**config.mk**
```make
export PLATFORM = sky130hd
export DESIGN_NAME = mux_acc_ctrl
export DESIGN_NICKNAME = d
export VERILOG_FILES = /design/src/rtl/mux_acc_ctrl.sv
export SDC_FILE = /design/constraint.sdc
export NUM_CORES = 1
export LEC_CHECK = 0
export ABC_CLOCK_PERIOD_IN_PS = 1680
export CORE_MARGIN = 5
export CORE_UTILIZATION = 54
export DETAILED_ROUTE_END_ITERATION = 10
export DONT_BUFFER_PORTS = 1
export PLACE_DENSITY = 0.78
export SYNTH_ARGS = -nofsm -noshare
export SYNTH_HDL_FRONTEND = slang
export SYNTH_SLANG_ARGS = --single-unit
```
**constraint.sdc**
```tcl
create_clock -name i_clk -period 1.68 [get_ports i_clk]
set_input_delay 0.252 -clock i_clk [delete_from_list [all_inputs] [get_ports i_clk]]
set_output_delay 0.252 -clock i_clk [all_outputs]
set_load 0.005 [all_outputs]
```
**src/rtl/mux_acc_ctrl.sv**
```systemverilog
// Drives mux_21 select and accumulates cnt pairs of (mux_in0 + mux_in1) with a start/busy/done handshake.
// Define MUX_ACC_SAT_EN to clamp the accumulator on overflow instead of wrapping.
module mux_acc_ctrl #(
  parameter int DATA_W = 4,
  parameter int CNT_W  = 4,
  parameter int ACC_W  = 8
) (
  input  logic              i_clk,
  input  logic              i_rst,
  input  logic              i_start,
  input  logic [CNT_W-1:0]  i_cnt,
  input  logic [DATA_W-1:0] i_mux_out,
  output logic              o_sel,
  output logic [ACC_W-1:0]  o_acc,
  output logic              o_busy,
  output logic              o_done,
  output logic              o_ovf
);

  typedef enum logic [1:0] {
    S_IDLE,
    S_ADD_A,
    S_ADD_B,
    S_DONE
  } state_t;

  state_t             r_state;
  state_t             w_next;
  logic [CNT_W-1:0]   r_rem;
  logic [ACC_W-1:0]   r_acc;
  logic               r_ovf;
  logic [ACC_W:0]     w_sum;
  logic               w_carry;
  logic [ACC_W-1:0]   w_acc_add;

  // One extra bit on the adder exposes the carry-out used for the overflow flag.
  assign w_sum   = {1'b0, r_acc} + {{(ACC_W + 1 - DATA_W){1'b0}}, i_mux_out};
  assign w_carry = w_sum[ACC_W];

`ifdef MUX_ACC_SAT_EN
  assign w_acc_add = w_carry ? {ACC_W{1'b1}} : w_sum[ACC_W-1:0];
`else
  assign w_acc_add = w_sum[ACC_W-1:0];
`endif

  always_ff @(posedge i_clk) begin
    if (i_rst) r_state <= S_IDLE;
    else       r_state <= w_next;
  end

  always_comb begin
    w_next = r_state;
    case (r_state)
      S_IDLE: begin
        if (i_start) w_next = (i_cnt == '0) ? S_DONE : S_ADD_A;
      end
      S_ADD_A: w_next = S_ADD_B;
      S_ADD_B: w_next = (r_rem == CNT_W'(1)) ? S_DONE : S_ADD_A;
      S_DONE:  w_next = S_IDLE;
      default: w_next = S_IDLE;
    endcase
  end

  // Both add states share the same adder; only ADD_B consumes a pair from the remaining count.
  always_ff @(posedge i_clk) begin
    if (i_rst) begin
      r_acc <= '0;
      r_rem <= '0;
      r_ovf <= 1'b0;
    end else begin
      case (r_state)
        S_IDLE: begin
          if (i_start) begin
            r_acc <= '0;
            r_ovf <= 1'b0;
            r_rem <= i_cnt;
          end
        end
        S_ADD_A: begin
          r_acc <= w_acc_add;
          if (w_carry) r_ovf <= 1'b1;
        end
        S_ADD_B: begin
          r_acc <= w_acc_add;
          r_rem <= r_rem - CNT_W'(1);
          if (w_carry) r_ovf <= 1'b1;
        end
        default: ;
      endcase
    end
  end

  assign o_sel  = (r_state == S_ADD_B);
  assign o_busy = (r_state == S_ADD_A) || (r_state == S_ADD_B);
  assign o_done = (r_state == S_DONE);
  assign o_acc  = r_acc;
  assign o_ovf  = r_ovf;

endmodule

```
==> load_flow_metrics.sql, run 1 <==
INSERT INTO impl_metrics (metric_group, metric, value, unit) VALUES
('yosys', 'synth_commonest_cells', '15 x sky130_fd_sc_hd__dfxtp_1, 12 x sky130_fd_sc_hd__nor2_1, 9 x sky130_fd_sc_hd__ha_1', ''),
('placement', 'port_buffers', '0', ''),
('critical_path', 'criticalPathCategory', 'reg -> reg', ''),
('critical_path', 'timing.critical_path.to_type', 'register', ''),
('clock_network', 'post_cts.repair.setup_buffers', '0', ''),
('run', 'drv.max_cap_violation_count', '0', ''),
('timing', 'maxClockFrequency', '613', 'MHz'),
('timing', 'timing_worst_slew_pin_value', '0.427', 'ns'),
('critical_path', 'timing.critical_path.cells', 'inv_2 > ha_4 > and3b_1 > or2_1 > or4_1 > nand2_1', ''),
('critical_path', 'cp_data_arrival_time', '1.87', 'ns'),
('timing', 'hold_viol', '0', ''),
('die', 'rows', '15', ''),
('placement', 'hpwlAfterDp', '1570', 'µm'),
('route', 'route.vias.total', '823', ''),
('run_status', 'run_status', 'complete, no violations', ''),
('route', 'drt_first_iter_violations', '11', ''),
('yosys', 'synth_area', '940', 'µm²'),
('die', 'initial_core_util', '55.6', '%'),
('placement', 'place.gp.congestion', '0.813', ''),
('critical_path', 'worstReg2RegEnd', 'o_acc[6]$_SDFFE_PP0P_', ''),
('global_routing', 'grt_antenna_before_repair', '0', ''),
('global_routing', 'track_usage', '18.1', '%'),
('timing', 'finClkSkew', '0.0130', 'ns'),
('route', 'route.detailed.wl_per_inst', '15.5', 'µm'),
('critical_path', 'reg2regPathDepth', '6', ''),
('yosys', 'synth_most_common_cell', 'sky130_fd_sc_hd__dfxtp_1', ''),
('timing', 'final_hold_slack', '0.0214', 'ns'),
('layout', 'finish.utilization', '63.9', '%'),
('clock_network', 'tritoncts_sinks', '15', ''),
('placement', 'dpl-instance-area', '0.00102', 'mm²'),
('pwr', 'leakage', '0.450', 'nW'),
('worst_hold_path', 'hold_class', 'in -> reg', ''),
('timing', 'rsz_0062_raised_after_global_routing', 'false', ''),
('timing', 'final-max-slew-violation-count', '0', ''),
('yosys', 'synth_fp_nets', '130', ''),
('critical_path', 'cp_data_required_time', '1.92', 'ns'),
('placement', 'placed_cells', '131', ''),
('critical_path', 'worstSetupPathDepth', '6', ''),
('yosys', 'largest_cells_by_area_after_synthesis', 'sky130_fd_sc_hd__dfxtp_1 32%, sky130_fd_sc_hd__ha_1 12%, sky130_fd_sc_hd__nor2_1 4.8%', ''),
('clock_network', 'numCtsBuffers', '3', ''),
('yosys', 'synth_edf_count', '0', ''),
('pwr', 'power-per-cell-area', '1270', 'mW/mm²'),
('clock_network', 'clkLatencyLatePin', '0.29', 'ns'),
('yosys', 'syn_avg_cell_area', '8.62', 'µm²'),
('critical_path', 'regToRegSetupSlack', '0.05', 'ns'),
('yosys', 'synthesized_instance_count', '109', ''),
('global_routing', 'first_global_vias', '793', ''),
('layout', 'fillerInstances', '154', ''),
('critical_path', 'worst_setup_path_endpoint', 'o_acc[6]$_SDFFE_PP0P_', ''),
('yosys', 'yosys_register_bits', '15', ''),
('clock_network', 'clock-root-buffer', 'sky130_fd_sc_hd__clkbuf_4', ''),
('clock_network', 'cts_tree', 'built', ''),
('global_routing', 'grt_max_degree', '14', ''),
('layout', 'area_of_the_multi_input_gates', '637', 'µm²'),
('critical_path', 'cp_num_buf_inv', '1', ''),
('critical_path', 'crit_path_top_delay_cell', 'sky130_fd_sc_hd__or4_1', ''),
('yosys', 'synth.lib_cells_used.distinct', '34', ''),
('critical_path', 'critical_path_peak_fanout', '3', ''),
('critical_path', 'crit_path_start_kind', 'register', ''),
('timing', 'max_slew_margin', '71.3', '%'),
('layout', 'post_route_cells_drive_above_1_share', '20.2', '%'),
('die', 'pin_count', '23', ''),
('global_routing', 'grt_first_pass_wirelength', '3650', 'µm'),
('route', 'wirelength', '2110', 'µm'),
('critical_path', 'cpPeakStageDelay', '0.40', 'ns'),
('route', 'drtAntennaViolNets', '0', ''),
('yosys', 'yosys.area.top_type', 'sky130_fd_sc_hd__dfxtp_1', ''),
('timing', 'setup_viol_count_final', '0', ''),
('timing', 'final_min_period_over_clock_period', '97.1', '%'),
('layout', 'n_antenna_cell', '0', ''),
('timing', 'min_period', '1.63', 'ns');
[per-layer routing]
| metal | up-vias | GRT usage [%] | share of wire (%) |
|---|---|---|---|
| met4 | 0 | 6.11 | 1.3 |
| met1 | 378 | 22.5 | 44 |
| met3 | 4 | 8.31 | 7.5 |
| li1 | 418 | - | - |
| met5 | - | 0 | 0 |
| met2 | 23 | 27.5 | 47 |
[how the worst min path moves through the flow]
stage,start,end,cells after the start
2_1_floorplan,i_start,r_state[0]$_SDFFE_PP0P_,2
3_3_place_gp,i_rst,r_state[0]$_SDFFE_PP0P_,1
3_5_place_dp,i_rst,r_state[0]$_SDFFE_PP0P_,1
4_1_cts,i_rst,r_rem[0]$_SDFFE_PP0P_,1
5_1_grt,i_rst,r_state[0]$_SDFFE_PP0P_,1
6_report,i_rst,r_state[0]$_SDFFE_PP0P_,1
[where the power goes]
part | switching (W) | total [W] | internal, W | leakage [nW]
Clock | 0.000128 | 0.000218 | 0.0000906 | 0.0139
Sequential | 0.0000570 | 0.000475 | 0.000418 | 0.123
Combinational | 0.000354 | 0.000679 | 0.000324 | 0.313
Total | 0.000539 | 0.00137 | 0.000832 | 0.450
[through the flow]
| stage | total power [W] | setup WS [ns] |
|---|---|---|
| 2_1_floorplan | 0.000954 | 0.00837 |
| 3_3_place_gp | 0.00109 | 0.00209 |
| 3_5_place_dp | 0.00112 | -0.0490 |
| 4_1_cts | 0.00135 | 0.0243 |
| 5_1_grt | 0.00150 | 0.0102 |
| 6_report | 0.00137 | 0.0491 |
[state kept, by name (all words and copies together), names as in the netlist]
register,count
o_ovf,1
r_rem,4
r_state,2
o_acc,8
[kinds of logic (layout without fill, tap and decap cells)]
family / Yosys count / in the layout / share of synthesized area, %
AND/OR/NAND/NOR: 40 / 40 / 22.2
AO/OA/AOI/OAI: 30 / 30 / 21.3
flip-flops: 15 / 15 / 32.0
adder cells (fa/ha/maj): 10 / 10 / 14.1
buffers and inverters: 8 / 18 / 4.00
multiplexers: 5 / 5 / 5.46
XOR/XNOR: 1 / 1 / 0.932
[cell type report]
type	count	share of cell area, %
clock buffer	3	2.09
clock inverter	1	0.695
inverter	5	1.74
multi-input combinational	86	59.0
sequential	15	28.0
tap	17	1.97
timing repair buffer	9	6.49
[what timing repair did]
| action | in CTS | in global routing |
|---|---|---|
| pin swaps | 0 | 1 |
| gates resized for setup | 1 | 4 |
| setup endpoints to repair | 3 | 5 |
| hold endpoints to repair | 0 | 5 |
| hold buffers | 0 | 1 |
[cells in the final DEF, fill, tap and decap left out, drive strengths merged, types with 2 or more instances in the layout]
master / count
ha: 9
nor4: 3
nand2b: 2
nor2: 12
dfxtp: 15
a21o: 4
o31a: 2
or3: 3
o21a: 2
o21ai: 5
a21oi: 8
buf: 8
clkbuf: 3
nand3: 5
inv: 5
a211oi: 4
nand2: 6
nor2b: 2
a32oi: 2
mux2i: 4
(Power assumes the default switching activity.)
==> inputs of run 2 (changes only) <==
- CAP_MARGIN: default -> 20
==> results of run 2 <==
No change in the layout: final DEF, timing and power equal those of run 1.
